**src/rtl/tetris_piece_engine.sv**
```systemverilog
// Purpose: falling-piece controller for a block-stacking game; checks moves against an external board RAM and locks pieces into it.
// Latency: a move accepted in FALL at cycle t updates piece_x/piece_y/rot at t+6; a lock takes 4 write cycles, then lock_done.
// Backpressure: none; move pulses outside FALL are dropped, except one gravity tick which is held until the next FALL cycle.
// Ports: CLOCK_50/resetn clock and sync active-low reset; left/right/rot_final, tick_gravity move pulses; next_shape spawn shape;
//        board_rx/ry + board_rdata board read (1-cycle latency); board_we/wx/wy/wdata board write;
//        piece_x/piece_y/rot/shape_id active piece; lock_done pulse after lock writes; game_over sticky.
module tetris_piece_engine #(
    parameter int BOARD_W = 10,
    parameter int BOARD_H = 20,
    parameter int XW      = 4,
    parameter int YW      = 5
) (
    input  logic                 CLOCK_50,
    input  logic                 resetn,
    input  logic                 left_final,
    input  logic                 right_final,
    input  logic                 rot_final,
    input  logic                 tick_gravity,
    input  logic [2:0]           next_shape,
    output logic [XW-1:0]        board_rx,
    output logic [YW-1:0]        board_ry,
    input  logic                 board_rdata,
    output logic                 board_we,
    output logic [XW-1:0]        board_wx,
    output logic [YW-1:0]        board_wy,
    output logic                 board_wdata,
    output logic signed [XW:0]   piece_x,
    output logic [YW-1:0]        piece_y,
    output logic [1:0]           rot,
    output logic [2:0]           shape_id,
    output logic                 lock_done,
    output logic                 game_over
);

    typedef enum logic [2:0] {
        S_IDLE, S_SPAWN, S_FALL, S_CHECK, S_EVAL, S_LOCK, S_GAMEOVER
    } state_t;

    localparam logic [XW:0]   BW      = (XW+1)'(BOARD_W);
    localparam logic [YW:0]   BH      = (YW+1)'(BOARD_H);
    localparam logic [XW-1:0] XMAX    = XW'(BOARD_W - 1);
    localparam logic [YW-1:0] YMAX    = YW'(BOARD_H - 1);
    localparam logic [XW:0]   SPAWN_X = (XW+1)'((BOARD_W - 4) / 2);

    // Cell table: one nibble {dx,dy} per cell, cell 0 in the top nibble;
    // per shape the four rotations are packed rot0 (MSB) .. rot3 (LSB).
    function automatic logic [15:0] shape_cells(input logic [2:0] s, input logic [1:0] r);
        logic [63:0] row;
        case (s)
            3'd1:    row = 64'h4859_4859_4859_4859; // O
            3'd2:    row = 64'h4159_4596_1596_4156; // T
            3'd3:    row = 64'h4815_459A_5926_0156; // S
            3'd4:    row = 64'h0459_8596_156A_4152; // Z
            3'd5:    row = 64'h0159_4856_159A_4526; // J
            3'd6:    row = 64'h8159_456A_1592_0456; // L
            default: row = 64'h159D_89AB_26AE_4567; // I
        endcase
        return row[{~r, 4'b0000} +: 16];
    endfunction

    state_t               r_state, w_next;
    logic [1:0]           r_cnt;
    logic signed [XW:0]   r_piece_x;
    logic [YW-1:0]        r_piece_y;
    logic [1:0]           r_rot, r_new_rot;
    logic [2:0]           r_shape;
    logic signed [1:0]    r_mdx;
    logic                 r_mdy;
    logic                 r_is_grav, r_is_spawn;
    logic                 r_collide, r_rd_vld, r_grav_pend;
    logic                 r_lock_done, r_game_over;

    logic                 w_grav_req, w_hit, w_col;
    logic [1:0]           w_calc_rot;
    logic signed [1:0]    w_mdx;
    logic                 w_mdy;
    logic [15:0]          w_cells;
    logic [3:0]           w_nib;
    logic signed [XW+1:0] w_tx;
    logic [YW:0]          w_ty;
    logic                 w_tx_neg, w_tx_hi, w_ty_hi, w_oob;

    assign w_grav_req = tick_gravity | r_grav_pend;
    // A read issued last cycle for an in-range cell returns its occupancy now.
    assign w_hit      = r_rd_vld & board_rdata;
    assign w_col      = r_collide | w_hit;

    // One shared cell-address datapath: CHECK uses the candidate move,
    // LOCK uses the current placement.
    assign w_calc_rot = (r_state == S_CHECK) ? r_new_rot : r_rot;
    assign w_mdx      = (r_state == S_CHECK) ? r_mdx : 2'sb00;
    assign w_mdy      = (r_state == S_CHECK) ? r_mdy : 1'b0;
    assign w_cells    = shape_cells(r_shape, w_calc_rot);
    assign w_nib      = w_cells[{~r_cnt, 2'b00} +: 4];
    assign w_tx       = {r_piece_x[XW], r_piece_x} + {{XW{w_mdx[1]}}, w_mdx} + {{XW{1'b0}}, w_nib[3:2]};
    assign w_ty       = {1'b0, r_piece_y} + {{YW{1'b0}}, w_mdy} + {{(YW-1){1'b0}}, w_nib[1:0]};
    assign w_tx_neg   = w_tx[XW+1];
    assign w_tx_hi    = !w_tx_neg && (w_tx[XW:0] >= BW);
    assign w_ty_hi    = (w_ty >= BH);
    assign w_oob      = w_tx_neg | w_tx_hi | w_ty_hi;

    always_ff @(posedge CLOCK_50) begin
        if (!resetn) r_state <= S_IDLE;
        else         r_state <= w_next;
    end

    always_comb begin
        w_next      = r_state;
        board_rx    = '0;
        board_ry    = '0;
        board_we    = 1'b0;
        board_wx    = '0;
        board_wy    = '0;
        board_wdata = 1'b0;
        case (r_state)
            S_IDLE:  w_next = S_SPAWN;
            S_SPAWN: w_next = S_CHECK;
            S_FALL:  if (w_grav_req | rot_final | left_final | right_final) w_next = S_CHECK;
            S_CHECK: begin
                // Off-board targets still present a clamped, legal address.
                board_rx = w_tx_neg ? '0 : (w_tx_hi ? XMAX : w_tx[XW-1:0]);
                board_ry = w_ty_hi ? YMAX : w_ty[YW-1:0];
                if (r_cnt == 2'd3) w_next = S_EVAL;
            end
            S_EVAL: begin
                if (r_is_spawn)            w_next = w_col ? S_GAMEOVER : S_FALL;
                else if (w_col && r_is_grav) w_next = S_LOCK;
                else                       w_next = S_FALL;
            end
            S_LOCK: begin
                board_we    = 1'b1;
                board_wdata = 1'b1;
                board_wx    = w_tx[XW-1:0];
                board_wy    = w_ty[YW-1:0];
                if (r_cnt == 2'd3) w_next = S_SPAWN;
            end
            S_GAMEOVER: w_next = S_GAMEOVER;
            default:    w_next = S_IDLE;
        endcase
    end

    always_ff @(posedge CLOCK_50) begin
        if (!resetn) begin
            r_cnt <= '0; r_piece_x <= '0; r_piece_y <= '0; r_rot <= '0; r_new_rot <= '0;
            r_shape <= '0; r_mdx <= '0; r_mdy <= 1'b0; r_is_grav <= 1'b0; r_is_spawn <= 1'b0;
            r_collide <= 1'b0; r_rd_vld <= 1'b0; r_grav_pend <= 1'b0;
            r_lock_done <= 1'b0; r_game_over <= 1'b0;
        end else begin
            r_cnt       <= (r_state == S_CHECK || r_state == S_LOCK) ? r_cnt + 2'd1 : 2'd0;
            r_rd_vld    <= (r_state == S_CHECK) && !w_oob;
            r_lock_done <= (r_state == S_LOCK) && (r_cnt == 2'd3);
            // Gravity is always the selected request in FALL, so the pending flag is consumed there.
            r_grav_pend <= (r_state == S_FALL) ? 1'b0 : (r_grav_pend | tick_gravity);
            case (r_state)
                S_SPAWN: begin
                    r_shape    <= (next_shape == 3'd7) ? 3'd0 : next_shape;
                    r_rot      <= 2'd0;
                    r_piece_x  <= SPAWN_X;
                    r_piece_y  <= '0;
                    r_mdx      <= 2'sb00;
                    r_mdy      <= 1'b0;
                    r_new_rot  <= 2'd0;
                    r_is_spawn <= 1'b1;
                    r_is_grav  <= 1'b0;
                    r_collide  <= 1'b0;
                end
                S_FALL: begin
                    r_mdx      <= 2'sb00;
                    r_mdy      <= 1'b0;
                    r_new_rot  <= r_rot;
                    r_is_grav  <= 1'b0;
                    r_is_spawn <= 1'b0;
                    r_collide  <= 1'b0;
                    if (w_grav_req) begin
                        r_mdy     <= 1'b1;
                        r_is_grav <= 1'b1;
                    end else if (rot_final) begin
                        r_new_rot <= r_rot + 2'd1;
                    end else if (left_final) begin
                        r_mdx <= -2'sd1;
                    end else if (right_final) begin
                        r_mdx <= 2'sd1;
                    end
                end
                S_CHECK: r_collide <= r_collide | w_oob | w_hit;
                S_EVAL: begin
                    if (!w_col) begin
                        r_piece_x <= r_piece_x + {{(XW-1){r_mdx[1]}}, r_mdx};
                        r_piece_y <= r_piece_y + {{(YW-1){1'b0}}, r_mdy};
                        r_rot     <= r_new_rot;
                    end
                    if (r_is_spawn && w_col) r_game_over <= 1'b1;
                end
                default: ;
            endcase
        end
    end

    assign piece_x   = r_piece_x;
    assign piece_y   = r_piece_y;
    assign rot       = r_rot;
    assign shape_id  = r_shape;
    assign lock_done = r_lock_done;
    assign game_over = r_game_over;

endmodule

```
**config.mk**
```make
export PLATFORM = sky130hd
export DESIGN_NAME = tetris_piece_engine
export DESIGN_NICKNAME = d
export VERILOG_FILES = /design/src/rtl/tetris_piece_engine.sv
export SDC_FILE = /design/constraint.sdc
export NUM_CORES = 1
export LEC_CHECK = 0
export BUFFER_PORTS_ARGS = -buffer_cell sky130_fd_sc_hd__clkbuf_2
export CAP_MARGIN = 15
export CORE_MARGIN = 5
export CORE_UTILIZATION = 50
export DETAILED_ROUTE_END_ITERATION = 6
export PLACE_DENSITY = 0.79
export REMOVE_ABC_BUFFERS = 1
export SYNTH_ARGS = -nofsm -noshare
export SYNTH_HDL_FRONTEND = slang
export SYNTH_SLANG_ARGS = --single-unit
```
**constraint.sdc**
```tcl
create_clock -name CLOCK_50 -period 6.6 [get_ports CLOCK_50]
set_input_delay 1.32 -clock CLOCK_50 [delete_from_list [all_inputs] [get_ports CLOCK_50]]
set_output_delay 1.32 -clock CLOCK_50 [all_outputs]
set_load 0.03 [all_outputs]
```
==> results of run 1 <==
-- worst min-delay path: stages (launching register included) --
cell	delay, ns
dfxtp_1	0.32
nand2_1	0.05
a21boi_0	0.07
-- layer usage --
layer / part of all wire [%] / GRT usage [%]
met5: 0 / 0
met4: 1.8 / 8.64
met3: 7.3 / 3.99
met2: 48 / 34.4
met1: 43 / 28.5
-- flip-flops by register name, summed over array words and instances (netlist names) --
name	cells
r_is_grav	1
shape_id	3
r_grav_pend	1
piece_x	5
piece_y	5
lock_done	1
r_state	3
r_mdx	2
r_collide	1
r_rd_vld	1
rot	2
game_over	1
r_new_rot	2
r_is_spawn	1
r_cnt	2
-- area by class of cell --
| cell class | instances | area, um2 |
|---|---|---|
| clock inverters | 1 | 5.00 |
| inverters | 18 | 67.6 |
| multi-input cells | 307 | 2100 |
| flip-flops and latches | 31 | 621 |
| clock buffers | 7 | 76.3 |
| repair buffers | 49 | 253 |
| fillers | 572 | 2600 |
| well taps | 75 | 93.8 |
-- cell usage after synthesis (all sizes together), types with 2 or more instances --
| master | instances |
|---|---|
| a211oi | 5 |
| a21boi | 12 |
| a21o | 4 |
| a21oi | 24 |
| a221o | 3 |
| a22o | 2 |
| a22oi | 4 |
| a31oi | 7 |
| a32oi | 2 |
| and2 | 8 |
| and3 | 2 |
| buf | 13 |
| clkbuf | 15 |
| dfxtp | 31 |
| fa | 6 |
| ha | 20 |
| inv | 17 |
| mux2 | 2 |
| mux2i | 9 |
| nand2 | 38 |
| nand3 | 16 |
| nand3b | 5 |
| nand4 | 3 |
| nor2 | 37 |
| nor2b | 8 |
| nor3 | 13 |
| nor4 | 4 |
| o2111ai | 3 |
| o211a | 3 |
| o21a | 5 |
| o21ai | 24 |
| o311ai | 3 |
| or2 | 2 |
| xnor2 | 9 |
| xor2 | 7 |
-- stage by stage --
stage | power (mW) | instance area [um2] | std cells | hold slack, ns
floorplan | 0.572 | 2790 | 356 | 0.447
global placement | 0.681 | 3140 | 480 | 0.451
detailed placement | 0.694 | 3140 | 480 | 0.474
CTS | 0.839 | 3220 | 488 | 0.487
global route | 0.909 | 3220 | 488 | 0.516
finish | 0.844 | 3220 | 488 | 0.485
-- worst max path at each step --
stage | startpoint | endpoint | slack (ns)
after floorplan | shape_id[0] | board_rx[3] | 1.04
after global placement | r_state[1] | board_rx[1] | 0.93
after detailed placement | r_state[1] | board_rx[1] | 0.71
after CTS | r_state[1] | board_rx[1] | 0.40
after global routing | r_state[0] | board_rx[1] | 0.12
final | r_state[1] | board_rx[1] | 0.32
-- kinds of logic after synthesis --
kind of cell    count (synthesis)  share of synthesized area [%]
fa+ha+maj                      26                           12.6
xor+xnor                       16                           4.76
compound gates                113                           26.2
simple gates                  141                           23.3
mux                            11                           4.64
buf+inv                        46                           7.40
flops                          31                           21.1
-- power groups by stage --
stage                     Combinational, mW  Clock, mW  Sequential, mW
after detailed placement              0.407          0           0.287
after global placement                0.397          0           0.284
after CTS                             0.407      0.148           0.283
after global routing                  0.456      0.160           0.293
after floorplan                       0.284          0           0.288
final                                 0.414      0.146           0.284
==> impl_metrics.env, run 1 <==
export IMPL_p_clk_share_pct=17.2
export IMPL_grt_pass1_vias=2819
export IMPL_start_kind="flip-flop"
export IMPL_drive_gt1_share_pct=15.7
export IMPL_powerDensity_mw_per_mm2=262
export IMPL_cp_num_cells=17
export IMPL_path_clk_slew_ns=0.07
export IMPL_layout_setup_ws_ns=0.324
export IMPL_start_util_pct=50.6
export IMPL_tightest_slew_ns=0.779
export IMPL_postCtsResizedCells=0
export IMPL_coreArea_mm2=0.00582
export IMPL_tns_ns=0
export IMPL_cts_sinks=31
export IMPL_grt_start_max_net_pins=29
export IMPL_r2r_end="r_collide"
export IMPL_chipWidth_um=86.7
export IMPL_seq_power_share_pct=33.7
export IMPL_async_reset_ff_share_pct=0
export IMPL_p_switching_uw=407
export IMPL_ff2ff_setup_slack_ns=1.96
export IMPL_skew_ns=0.0131
export IMPL_min_to="piece_x[4]"
export IMPL_status="finished clean"
export IMPL_via_per_inst=6.15
export IMPL_wl_per_cell_um=16.1
export IMPL_dp_hpwl_um=5800
export IMPL_worstPathArrival_ns=4.96
export IMPL_synthFlopType="dfxtp_1"
export IMPL_cts_made_buffers=5
export IMPL_critPathSlowestCell="mux2i_2"
export IMPL_diodes=0
export IMPL_power_leakage_nw=1.39
export IMPL_cts_hold_buf=0
export IMPL_htree_num_levels=2
export IMPL_p_comb_share_pct=49.1
export IMPL_holdPathStages=2
export IMPL_cts_setup_buffers=0
export IMPL_netlist_cell_type_count=61
export IMPL_post_place_ws_ns=0.714
export IMPL_cpPeakStageDelay_ns=0.71
export IMPL_syn_avg_cell_area_um2=7.66
export IMPL_rsz0062_at_grt="false"
export IMPL_worst_path_max_fanout=16
export IMPL_maxCapViolations=0
export IMPL_clk_path_buf_depth=2
export IMPL_r2r_cells=16
export IMPL_grt_use_total_pct=21.5
export IMPL_synth_seq_cells=31
export IMPL_first_pass_iters=5
export IMPL_mostFrequentLayoutCells="clkbuf_2 (46), nand2_1 (38), nor2_1 (37), dfxtp_1 (31), a21oi_1 (24)"
export IMPL_vias=3001
export IMPL_post_route_min_period_ns=6.28
export IMPL_period_share_pct=95.1
export IMPL_clock_latency_ns=0.29
export IMPL_ys_warnings_count=0
export IMPL_min_from="piece_x[4]"
export IMPL_slew_headroom_pct=47.0
export IMPL_drc=0
export IMPL_syn_instance_count=384
export IMPL_max_freq_ghz=0.159
export IMPL_yosysTopAreaCell="dfxtp_1"
export IMPL_peakVddDrop_mv=0.196
export IMPL_dieArea_mm2=0.00752
export IMPL_hp_class="reg -> reg"
export IMPL_reg2reg_from="r_state[1]"
export IMPL_mostFrequentLayoutCell="clkbuf_2"
export IMPL_nets=448
export IMPL_ys_seq_area_share_pct=21.1
export IMPL_rows=28
export IMPL_p_sw_share_pct=48.2
export IMPL_syn_area_mm2=0.00294
export IMPL_gr_total_overflow=0
export IMPL_cp_data_required_time_ns=5.28
export IMPL_cp_cell_sequence="nand3b_4 > mux2i_2 > mux2i_1 > o311ai_1 > a21oi_1 > a211oi_2 > fa_1 > inv_1 > ha_1 > fa_1 > a21o_1 > a21oi_1 > xnor2_1 > nand2_1 > nor2_1 > and2_1 > clkbuf_2"
export IMPL_ctsRootBufferMaster="clkbuf_8"
export IMPL_worstSetupPathType="reg -> out"
export IMPL_grt_pass1_wl_um=13100
export IMPL_synth_edf_count=0
export IMPL_synth_area_leaders="dfxtp_1 (21%), ha_1 (8.5%), nand2_1 (4.8%)"
export IMPL_antenna_found_initial=0
export IMPL_crit_buf_inv=2
export IMPL_synth_top_area_share_pct=21.1
export IMPL_utilization_pct=55.4
export IMPL_final_setup_viol_count=0
export IMPL_critPathCaptureType="output port"
export IMPL_syn_to_final_growth_pct=9.44
export IMPL_crit_family="adder cells"
export IMPL_finalHoldViolCount=0
export IMPL_port_buffers=46
export IMPL_die_h_um=86.7
export IMPL_io_pins=47
export IMPL_drtIter0Drc=219
export IMPL_cellInternalPower_uw=437
export IMPL_routed_wl_um=7840
export IMPL_cts_tree="done"
export IMPL_postRouteAntennaNets=0
export IMPL_final_max_slew_violation_count=0
export IMPL_gp_congestion=1.01
(Power assumes the default switching activity.)
==> run 2: changes to the inputs <==
--- a/config.mk
+++ b/config.mk
@@ -7,10 +7,12 @@
 export LEC_CHECK = 0
 export BUFFER_PORTS_ARGS = -buffer_cell sky130_fd_sc_hd__clkbuf_2
 export CAP_MARGIN = 15
+export CELL_PAD_IN_SITES_DETAIL_PLACEMENT = 1
+export CELL_PAD_IN_SITES_GLOBAL_PLACEMENT = 1
 export CORE_MARGIN = 5
-export CORE_UTILIZATION = 50
+export CORE_UTILIZATION = 45
 export DETAILED_ROUTE_END_ITERATION = 6
-export PLACE_DENSITY = 0.79
+export PLACE_DENSITY = 0.93
 export REMOVE_ABC_BUFFERS = 1
 export SYNTH_ARGS = -nofsm -noshare
 export SYNTH_HDL_FRONTEND = slang
==> impl_metrics.env, run 2 (same netlist as run 1, synthesis figures left out) <==
export IMPL_layout_setup_ws_ns=0.417
export IMPL_worst_path_max_fanout=17
export IMPL_syn_to_final_growth_pct=11.0
export IMPL_slew_headroom_pct=53.3
export IMPL_crit_start="r_state[0]"
export IMPL_multiInputGateArea_mm2=0.00211
export IMPL_powerDensity_mw_per_mm2=277
export IMPL_grt_pass1_vias=3184
export IMPL_port_buffers=46
export IMPL_worstPathArrival_ns=4.86
export IMPL_reg2reg_from="r_state[0]"
export IMPL_maxCapViolations=0
export IMPL_postRouteAntennaNets=0
export IMPL_die_h_um=90.9
export IMPL_dp_hpwl_um=7250
export IMPL_cts_made_buffers=5
export IMPL_peakVddDrop_mv=0.196
export IMPL_p_clk_share_pct=18.6
export IMPL_utilization_pct=51.4
export IMPL_grt_start_max_net_pins=29
export IMPL_tns_ns=0
export IMPL_diodes=0
export IMPL_p_sw_share_pct=49.0
export IMPL_rsz0062_at_grt="false"
export IMPL_clock_latency_ns=0.29
export IMPL_mostFrequentLayoutCell="clkbuf_2"
export IMPL_gr_total_overflow=0
export IMPL_final_max_slew_violation_count=0
export IMPL_path_clk_slew_ns=0.07
export IMPL_cts_setup_buffers=0
export IMPL_endpoint="board_rx[1]"
export IMPL_p_comb_share_pct=49.6
export IMPL_power_leakage_nw=1.41
export IMPL_status="finished clean"
export IMPL_clk_path_buf_depth=2
export IMPL_r2r_end="r_collide"
export IMPL_cellInternalPower_uw=462
export IMPL_p_switching_uw=443
export IMPL_post_place_ws_ns=0.627
export IMPL_cts_sinks=31
export IMPL_grt_use_total_pct=23.6
export IMPL_coreArea_mm2=0.00635
export IMPL_skew_ns=0.00796
export IMPL_post_route_min_period_ns=6.18
export IMPL_hp_class="reg -> reg"
export IMPL_cts_tree="done"
export IMPL_rows=29
export IMPL_first_pass_iters=4
export IMPL_seq_power_share_pct=31.7
export IMPL_worstSetupPathType="reg -> out"
export IMPL_drive_gt1_share_pct=16.4
export IMPL_routed_wl_um=9650
export IMPL_seq_area_um2=621
export IMPL_dieArea_mm2=0.00825
export IMPL_drc=0
export IMPL_grt_pass1_wl_um=16200
export IMPL_r2r_cells=16
export IMPL_finalHoldViolCount=0
export IMPL_vias=3064
export IMPL_htree_num_levels=2
export IMPL_fillerInstances=817
export IMPL_io_pins=47
export IMPL_drtIter0Drc=194
export IMPL_max_freq_ghz=0.162
export IMPL_wl_per_cell_um=19.6
export IMPL_chipWidth_um=90.9
export IMPL_nets=450
export IMPL_critPathCaptureType="output port"
export IMPL_gp_congestion=0.931
export IMPL_via_per_inst=6.23
export IMPL_ff2ff_setup_slack_ns=1.93
export IMPL_start_util_pct=46.3
export IMPL_period_share_pct=93.7
export IMPL_antenna_found_initial=0
export IMPL_ctsRootBufferMaster="clkbuf_8"
export IMPL_final_setup_viol_count=0
export IMPL_cp_data_required_time_ns=5.28
export IMPL_mostFrequentLayoutCells="clkbuf_2 (46), nand2_1 (38), nor2_1 (37), dfxtp_1 (31), a21oi_1 (24)"
export IMPL_tightest_slew_ns=0.700
export IMPL_start_kind="flip-flop"
-- run 2: cell types whose count changed in the layout (fill, tap and decap cells not counted), sizes merged --
cell	before	now
buf	3	5
clkbuf	53	54
clkinv	2	1
-- run 2: final cells by class --
type,count,share of cell area (%)
Multi-Input combinational cell,307,64.7
Sequential cell,31,19.0
Timing Repair Buffer,51,8.20
Clock buffer,8,3.07
Tap cell,77,2.95
Inverter,18,2.07
-- run 2: repair_timing --
action                     in CTS  in global routing
setup endpoints to repair       0                  4
hold buffers                    0                  0
hold endpoints to repair        0                  0
gates resized for setup         0                  1
-- run 2: worst max-delay path: stages (launching register included) --
cell,delay [ns]
dfxtp_1,0.75
nand3b_4,0.28
mux2i_4,0.52
nand2_1,0.16
nor4_1,0.28
o32a_1,0.21
a211oi_2,0.06
fa_1,0.50
inv_1,0.05
ha_1,0.21
fa_1,0.41
a21o_1,0.19
a21oi_1,0.18
xnor2_1,0.14
nand2_1,0.13
nor2_1,0.17
and2_1,0.14
clkbuf_2,0.20
-- run 2: through the flow --
stage          std cells  instance area [um2]  hold slack, ns  power, mW
3_5_place_dp         484                 3160           0.473      0.724
2_1_floorplan        356                 2790           0.447      0.572
4_1_cts              492                 3260           0.488      0.903
5_1_grt              492                 3260           0.506      0.964
3_3_place_gp         484                 3160           0.448      0.694
6_report             492                 3260           0.483      0.905
-- run 2: layer usage --
metal  global-route usage [%]  up-vias  wire (um)
met2                     40.6      104       4860
met5                        0        -          0
met4                     9.05        0        281
met3                     4.83       28        473
met1                     28.8     1496       4040
li1                         -     1436          -
-- run 2: worst min path at each step --
stage | from | endpoint | slack, ns | cells after the start
after floorplan | r_mdx[0] | r_mdx[0] | 0.45 | 2
after global placement | game_over | game_over | 0.45 | 1
after detailed placement | game_over | game_over | 0.47 | 1
after CTS | r_mdx[0] | r_mdx[0] | 0.49 | 2
after global routing | game_over | game_over | 0.51 | 1
final | game_over | game_over | 0.48 | 1
-- run 2: power groups by stage --
stage               Combinational (mW)  Sequential (mW)  Clock, mW
global placement                 0.413            0.280          0
CTS                              0.444            0.285      0.174
detailed placement               0.436            0.288          0
floorplan                        0.284            0.288          0
finish                           0.449            0.287      0.169
global route                     0.491            0.293      0.180
